### src/rtl/mips_datapath_alu_muldiv_if.sv
// Control bundle shared by execute-stage blocks: the single clock
// (rising edge active) and the synchronous active-low reset.
//   clock : system clock
//   reset : synchronous reset, 0 = reset asserted
interface mips_datapath_alu_muldiv_if;
  logic clock;
  logic reset;

  modport sink   (input  clock, input  reset);
  modport source (output clock, output reset);
endinterface

### src/rtl/mips_datapath_alu_muldiv.sv
// Iterative multiply/divide unit with architectural HI/LO registers.
// Sits beside the execute-stage ALU and takes the same register operands.
// Multi-cycle ops (MULT/MULTU/DIV/DIVU/MADD/MADDU) run one radix-2 step per
// cycle on magnitudes; sign correction and the HI/LO commit happen in a final
// FIX cycle. MTHI/MTLO write HI/LO directly at the accepting edge.
//
// Ports:
//   ctrl    : clock / synchronous active-low reset bundle
//   start   : request, sampled only while busy=0
//   func    : 0 MULT, 1 MULTU, 2 DIV, 3 DIVU, 4 MTHI, 5 MTLO, 6 MADD, 7 MADDU
//   data1   : multiplicand / dividend / move source
//   data2   : multiplier / divisor
//   abort   : cancels an in-flight operation (ignored while idle)
//   busy    : operation in flight (registered)
//   done    : one-cycle pulse when a multi-cycle result is committed
//   hi, lo  : HI/LO registers
//   divZero : last accepted divide had a zero divisor (sticky until next start)
module mips_datapath_alu_muldiv #(
  parameter int DATA_W = 32,
  parameter int CNT_W  = $clog2(DATA_W + 1)
) (
  mips_datapath_alu_muldiv_if.sink   ctrl,
  input  logic                       start,
  input  logic [2:0]                 func,
  input  logic [DATA_W-1:0]          data1,
  input  logic [DATA_W-1:0]          data2,
  input  logic                       abort,
  output logic                       busy,
  output logic                       done,
  output logic [DATA_W-1:0]          hi,
  output logic [DATA_W-1:0]          lo,
  output logic                       divZero
);

  localparam int PW = 2 * DATA_W;

  localparam logic [2:0] F_MULT  = 3'd0;
  localparam logic [2:0] F_MULTU = 3'd1;
  localparam logic [2:0] F_DIV   = 3'd2;
  localparam logic [2:0] F_DIVU  = 3'd3;
  localparam logic [2:0] F_MTHI  = 3'd4;
  localparam logic [2:0] F_MTLO  = 3'd5;
  localparam logic [2:0] F_MADD  = 3'd6;
  localparam logic [2:0] F_MADDU = 3'd7;

  typedef enum logic [1:0] {IDLE, CALC, FIX} state_t;

  // Magnitude of a two's-complement operand; MIN maps to itself, which is
  // the correct unsigned magnitude 2^(DATA_W-1).
  function automatic logic [DATA_W-1:0] abs_w(input logic signed [DATA_W-1:0] v);
    return v[DATA_W-1] ? $unsigned(-v) : $unsigned(v);
  endfunction

  function automatic logic [DATA_W-1:0] neg_w(input logic [DATA_W-1:0] v, input logic en);
    return en ? -v : v;
  endfunction

  function automatic logic [PW-1:0] neg_p(input logic [PW-1:0] v, input logic en);
    return en ? -v : v;
  endfunction

  // Control state (reset)
  state_t             state_q, state_d;
  logic [CNT_W-1:0]   cnt_q, cnt_d;
  logic               busy_q, busy_d;
  logic               done_q, done_d;
  logic               div_zero_q, div_zero_d;
  logic [DATA_W-1:0]  hi_q, hi_d;
  logic [DATA_W-1:0]  lo_q, lo_d;

  // Datapath state (no reset; only meaningful while busy)
  logic [2:0]         func_q, func_d;
  logic [DATA_W-1:0]  opnd_q, opnd_d;     // |multiplicand| or |divisor|
  logic [PW-1:0]      acc_q, acc_d;       // {partial, multiplier} or {remainder, quotient}
  logic               neg_lo_q, neg_lo_d; // product / quotient sign
  logic               neg_hi_q, neg_hi_d; // remainder sign (dividend's)
  logic               dz_pend_q, dz_pend_d;

  logic               is_signed_in;
  logic               is_div_q;

  // Shift-add multiply step: the carry out of the upper-half add is kept
  // and shifted in as the new MSB.
  logic [DATA_W:0]    mul_sum;
  logic [PW-1:0]      mul_next;
  // Restoring divide step on {remainder, next dividend bit}.
  logic [DATA_W:0]    div_tmp;
  logic [DATA_W:0]    div_diff;
  logic               div_ge;
  logic [PW-1:0]      div_next;

  logic [PW-1:0]      prod_fix;
  logic [PW-1:0]      madd_sum;
  logic [DATA_W-1:0]  quo_fix;
  logic [DATA_W-1:0]  rem_fix;

  assign is_signed_in = (func == F_MULT) || (func == F_DIV) || (func == F_MADD);
  assign is_div_q     = (func_q == F_DIV) || (func_q == F_DIVU);

  assign mul_sum  = {1'b0, acc_q[PW-1:DATA_W]} + {1'b0, opnd_q};
  assign mul_next = acc_q[0] ? {mul_sum, acc_q[DATA_W-1:1]} : {1'b0, acc_q[PW-1:1]};

  assign div_tmp  = acc_q[PW-1:DATA_W-1];
  assign div_diff = div_tmp - {1'b0, opnd_q};
  assign div_ge   = (div_tmp >= {1'b0, opnd_q});
  assign div_next = div_ge ? {div_diff[DATA_W-1:0], acc_q[DATA_W-2:0], 1'b1}
                           : {div_tmp[DATA_W-1:0],  acc_q[DATA_W-2:0], 1'b0};

  assign prod_fix = neg_p(acc_q, neg_lo_q);
  assign madd_sum = {hi_q, lo_q} + prod_fix;
  assign quo_fix  = neg_w(acc_q[DATA_W-1:0], neg_lo_q);
  // With a zero divisor the restoring steps shift the whole dividend
  // magnitude into the remainder, so re-signing it yields data1 unchanged.
  assign rem_fix  = neg_w(acc_q[PW-1:DATA_W], neg_hi_q);

  always_comb begin
    state_d    = state_q;
    cnt_d      = cnt_q;
    busy_d     = busy_q;
    done_d     = 1'b0;
    div_zero_d = div_zero_q;
    hi_d       = hi_q;
    lo_d       = lo_q;
    func_d     = func_q;
    opnd_d     = opnd_q;
    acc_d      = acc_q;
    neg_lo_d   = neg_lo_q;
    neg_hi_d   = neg_hi_q;
    dz_pend_d  = dz_pend_q;

    case (state_q)
      IDLE: begin
        // start has priority over abort here: abort only targets older work.
        if (start) begin
          if (func == F_MTHI) begin
            hi_d = data1;
          end else if (func == F_MTLO) begin
            lo_d = data1;
          end else begin
            func_d     = func;
            neg_lo_d   = is_signed_in & (data1[DATA_W-1] ^ data2[DATA_W-1]);
            neg_hi_d   = is_signed_in & data1[DATA_W-1];
            dz_pend_d  = ((func == F_DIV) || (func == F_DIVU)) && (data2 == '0);
            div_zero_d = 1'b0;
            cnt_d      = CNT_W'(DATA_W);
            busy_d     = 1'b1;
            state_d    = CALC;
            if ((func == F_DIV) || (func == F_DIVU)) begin
              opnd_d = is_signed_in ? abs_w(data2) : data2;
              acc_d  = {{DATA_W{1'b0}}, (is_signed_in ? abs_w(data1) : data1)};
            end else begin
              opnd_d = is_signed_in ? abs_w(data1) : data1;
              acc_d  = {{DATA_W{1'b0}}, (is_signed_in ? abs_w(data2) : data2)};
            end
          end
        end
      end

      CALC: begin
        if (abort) begin
          busy_d  = 1'b0;
          state_d = IDLE;
        end else begin
          acc_d = is_div_q ? div_next : mul_next;
          cnt_d = cnt_q - CNT_W'(1);
          if (cnt_q == CNT_W'(1)) begin
            state_d = FIX;
          end
        end
      end

      FIX: begin
        busy_d  = 1'b0;
        state_d = IDLE;
        if (!abort) begin
          done_d = 1'b1;
          case (func_q)
            F_MULT, F_MULTU: {hi_d, lo_d} = prod_fix;
            F_MADD, F_MADDU: {hi_d, lo_d} = madd_sum;
            default: begin
              lo_d       = dz_pend_q ? {DATA_W{1'b1}} : quo_fix;
              hi_d       = rem_fix;
              div_zero_d = dz_pend_q;
            end
          endcase
        end
      end

      default: begin
        busy_d  = 1'b0;
        state_d = IDLE;
      end
    endcase
  end

  // Control and architectural registers
  always_ff @(posedge ctrl.clock) begin
    if (!ctrl.reset) begin
      state_q    <= IDLE;
      cnt_q      <= '0;
      busy_q     <= 1'b0;
      done_q     <= 1'b0;
      div_zero_q <= 1'b0;
      hi_q       <= '0;
      lo_q       <= '0;
    end else begin
      state_q    <= state_d;
      cnt_q      <= cnt_d;
      busy_q     <= busy_d;
      done_q     <= done_d;
      div_zero_q <= div_zero_d;
      hi_q       <= hi_d;
      lo_q       <= lo_d;
    end
  end

  // Iteration datapath
  always_ff @(posedge ctrl.clock) begin
    func_q    <= func_d;
    opnd_q    <= opnd_d;
    acc_q     <= acc_d;
    neg_lo_q  <= neg_lo_d;
    neg_hi_q  <= neg_hi_d;
    dz_pend_q <= dz_pend_d;
  end

  assign busy    = busy_q;
  assign done    = done_q;
  assign hi      = hi_q;
  assign lo      = lo_q;
  assign divZero = div_zero_q;

endmodule

### src/flat_wrapper.sv
// flat-port wrapper written by rule: the top's interface ports become plain ports
module mips_datapath_alu_muldiv_flat 
#(
  parameter int DATA_W = 32,
  parameter int CNT_W  = $clog2(DATA_W + 1)
)
  (start, func, data1, data2, abort, busy, done, hi, lo, divZero, ctrl_clock, ctrl_reset);
  mips_datapath_alu_muldiv_if ctrl_i ();
  input  logic start;
  input  logic [2:0] func;
  input  logic [DATA_W-1:0] data1;
  input  logic [DATA_W-1:0] data2;
  input  logic abort;
  output logic busy;
  output logic done;
  output logic [DATA_W-1:0] hi;
  output logic [DATA_W-1:0] lo;
  output logic divZero;
  input wire logic [$bits(ctrl_i.clock)-1:0] ctrl_clock;
  input wire logic [$bits(ctrl_i.reset)-1:0] ctrl_reset;
  assign ctrl_i.clock = ctrl_clock;
  assign ctrl_i.reset = ctrl_reset;
  mips_datapath_alu_muldiv #(.DATA_W(DATA_W), .CNT_W(CNT_W)) u_core (.ctrl(ctrl_i), .start(start), .func(func), .data1(data1), .data2(data2), .abort(abort), .busy(busy), .done(done), .hi(hi), .lo(lo), .divZero(divZero));
endmodule
### config.mk
export PLATFORM = sky130hd
export DESIGN_NAME = mips_datapath_alu_muldiv_flat
export DESIGN_NICKNAME = d
export VERILOG_FILES = /design/src/rtl/mips_datapath_alu_muldiv_if.sv /design/src/rtl/mips_datapath_alu_muldiv.sv /design/src/flat_wrapper.sv
export SDC_FILE = /design/constraint.sdc
export NUM_CORES = 1
export LEC_CHECK = 0
export ABC_AREA = 0
export ABC_CLOCK_PERIOD_IN_PS = 9410
export CORE_ASPECT_RATIO = 1.5
export CORE_MARGIN = 2
export CORE_UTILIZATION = 43
export CTS_CLUSTER_SIZE = 24
export DETAILED_ROUTE_END_ITERATION = 8
export PLACE_DENSITY = 0.65
export RECOVER_POWER = 25
export SETUP_SLACK_MARGIN = 0.05
export SLEW_MARGIN = 10
export SYNTH_ARGS = -nofsm -noshare
export SYNTH_HDL_FRONTEND = slang
export SYNTH_SLANG_ARGS = --single-unit
export TNS_END_PERCENT = 5
### constraint.sdc
create_clock -name ctrl_clock -period 9.41 [get_ports ctrl_clock]
set_clock_uncertainty 0.05 [all_clocks]
set_input_delay 1.882 -clock ctrl_clock [delete_from_list [all_inputs] [get_ports ctrl_clock]]
set_output_delay 1.882 -clock ctrl_clock [all_outputs]
set_load 0.01 [all_outputs]
==> impl_metrics.toml <==
[critical_path]
critPathCaptureType = "register"
cp_slowest_cell = "a311oi_1"
required_ns = 9.71
crit_fanout = 11
arrival_ns = 7.16
startpoint_type = "register"
cp_common_cell = "a21oi_1"
crit_type = "register to register"
slowest_delay_ns = 0.85
crit_chain = "or4_1 > or4_1 > nor3_2 > nand4_1 > o21ai_0 > xnor2_1 > ha_1 > a21o_1 > a21o_1 > a21oi_1 > nand4_1 > a311oi_1 > o31ai_1 > a21oi_1 > o21ai_0 > a2111oi_0 > a21oi_1"

[timing]
max_slew.worst_pin.slew_ns = 2.25
finalSetupViolations = 0
setup_tns_ns = 0
post-route-period-util_pct = 73.0
rsz0062_at_grt = "no"
relSlewSlack_pct = -49.8
report.final.slew_viol_count = 140
hold_viol = 0
clock.fmax_mhz = 146
finalCriticalPeriod_ns = 6.87

[synthesis]
yosysTopAreaCellShare_pct = 15.2
yosysUniqueCellTypes = 90
synth_area_sq_um = 19900
syn_area_per_cell_sq_um = 7.54
synth_edf_count = 101
synth_seq_cells = 176
syn-num-nets = 2854
yosys-top-cells-count = "nand2_1 (341), a21oi_1 (243), o21ai_0 (196), nor2_1 (192), xnor2_1 (158)"
ys.flop_type = "edfxtp_1"
synth_area_leaders = "edfxtp_1 (15%), ha_1 (8.9%), dfxtp_1 (7.5%)"
yosysWarningCount = 0
synth.most_common_cell = "nand2_1"
yosysTopAreaCell = "edfxtp_1"
synthArstFlopShare_pct = 0
ys_seq_area_share_pct = 22.8
netlist_instances = 2639

[detailed_routing]
drc = 0
vias = 21200
drt-vias-per-instance = 6.49
dr.first_iter.drc_count = 1941
final_antenna_net_count = 0
drtPass1Iterations = 6
finalWirelength_microns = 83000
wl_per_cell_microns = 25.4

[power]
sw_frac_of_total_pct = 42.7
pwr-share-comb_pct = 43.3
p_switching_mw = 1.29
p_per_area_nw_per_um2 = 136
internal_power_mw = 1.73
ir_drop_mv = 0.113
cellLeakagePower_nw = 8.83
p_seq_share_pct = 33.2
p_total_mw = 3.02
clkPwrFrac_pct = 23.5

[clocking]
cts_resized = 0
cts_hold_buffers = 0
clock_sinks = 176
clockBufferDepth = 2
tritoncts = "yes"
cts.clk_slew.worst_paths_ns = 0.08
cts_buffers = 17
cts-root-buf = "clkbuf_16"
cts-htree-levels = 4
postCtsSetupRepairBufs = 0
insertion_delay_ns = 0.48

[worst_hold_path]
hp-class = "register to register"

[placed_design]
hpwl_microns = 63700
portBuffers = 137
gp_congestion = 1.00

[die]
core_area_sq_um = 45800
die-area_sq_um = 48100
pin_count = 138
fp.dieW_microns = 180
initial_core_util_pct = 43.5
fp-row-count = 96
die_h_microns = 268

[outcome]
status = "finished with violations"
violations = "capacitance limit, slew limit"

[layout]
drive_gt1_share_pct = 4.22
fin_nets = 2882
nFillCells = 4553
area_growth_pct = 11.6
antennaDiodeCount = 0

[flow_run]
cap_violations = 4

[global_routing]
grt_usage_pct = 33.7
first_global_vias = 20400
antenna_found_initial = 0
overflow = 0
grt_pass1_wl_microns = 124000
grt_max_degree = 66
[final timing paths]
path	start	endpoint	slack (ns)	cells after the start
setup / recovery	u_core.acc_q[21]$_DFFE_PP_	u_core.hi[29]$_SDFFE_PN0P_	2.54	17
hold / removal	u_core.lo[8]$_SDFFE_PN0P_	u_core.lo[8]$_SDFFE_PN0P_	0.44	2
setup reg to reg	u_core.acc_q[21]$_DFFE_PP_	u_core.hi[29]$_SDFFE_PN0P_	2.54	17
hold reg to reg	u_core.lo[8]$_SDFFE_PN0P_	u_core.lo[8]$_SDFFE_PN0P_	0.44	2
[sequential cells by signal, summed over array words and instances, names as in the netlist]
signal / flops
u_core.opnd_q: 32
u_core.state_q: 2
u_core.lo: 32
u_core.acc_q: 64
u_core.func_q: 2
u_core.cnt_q: 6
u_core.hi: 32
u_core.done: 1
u_core.divZero: 1
u_core.dz_pend_q: 1
u_core.busy: 1
u_core.neg_hi_q: 1
u_core.neg_lo_q: 1
[per-stage QoR]
stage | utilization, % | std cells | cell area [sq um] | setup slack [ns] | hold WS (ns)
after floorplan | - | 2639 | 19900 | 3.78 | 0.431
after global placement | 47.4 | 3236 | 21700 | 2.84 | 0.417
after detailed placement | 47.4 | 3236 | 21700 | 2.77 | 0.431
after CTS | 48.6 | 3268 | 22200 | 2.74 | 0.442
after global routing | 48.5 | 3268 | 22200 | 2.25 | 0.451
final | 48.5 | 3268 | 22200 | 2.54 | 0.436
[worst max-delay path, delay by kind of cell (launching register included)]
kind                       cells  cell delay [ns]
AOI/OAI and AO/OA             10             3.44
xor gates and xnor gates       1             0.21
adders and majority gates      1             0.42
DFF                            1             0.47
and+or+nand+nor                5             2.15
[final cells by class]
type	count	area [sq um]	share of cell area (%)
multi-input cells	2208	14400	65.1
well taps	588	736	3.31
clock inverters	11	82.6	0.372
clock buffers	21	450	2.03
inverters	94	353	1.59
flip-flops and latches	176	4530	20.4
repair buffers	170	1600	7.21
[power by group through the flow]
stage	Combinational, mW	Sequential (mW)	Clock, mW
floorplan	0.929	0.953	0
global placement	1.26	1.01	0
detailed placement	1.27	1.01	0
CTS	1.28	0.994	0.717
global route	1.42	1.00	0.740
finish	1.31	1.00	0.709
[cell usage in the layout (no fill, tap or decap), types with 49 or more instances in the layout]
cell | synthesis | routed
mux2i_1 | 61 | 61
nor2_1 | 192 | 188
a31oi_1 | 49 | 49
inv_1 | 91 | 90
nor3_1 | 64 | 64
dfxtp_1 | 75 | 75
dlygate4sd3_1 | 0 | 70
clkdlybuf4s50_1 | 0 | 67
nand2_1 | 341 | 341
o21ai_0 | 196 | 196
xnor2_1 | 158 | 158
a21o_1 | 56 | 56
xor2_1 | 96 | 96
ha_1 | 141 | 141
edfxtp_1 | 101 | 101
a21oi_1 | 243 | 243
[kinds of logic (layout without fill, tap and decap cells)]
group / count (synthesis) / count (layout) / share of synthesized area [%]
AOI/OAI and AO/OA: 875 / 875 / 28.0
buffers and inverters: 255 / 296 / 4.85
adders and majority gates: 146 / 146 / 9.27
xor gates and xnor gates: 254 / 254 / 11.2
and+or+nand+nor: 862 / 862 / 20.3
DFF: 176 / 176 / 22.8
muxes: 71 / 71 / 3.63
[metal layers]
layer	GRT usage, %	part of all wire (%)	vias up
met2	55.9	46	1029
met5	0	0	-
met1	40.5	39	10200
met4	23.3	7.5	0
met3	4.22	6.8	249
li1	-	-	9770
Note: power is estimated with default switching activity, not from simulation.
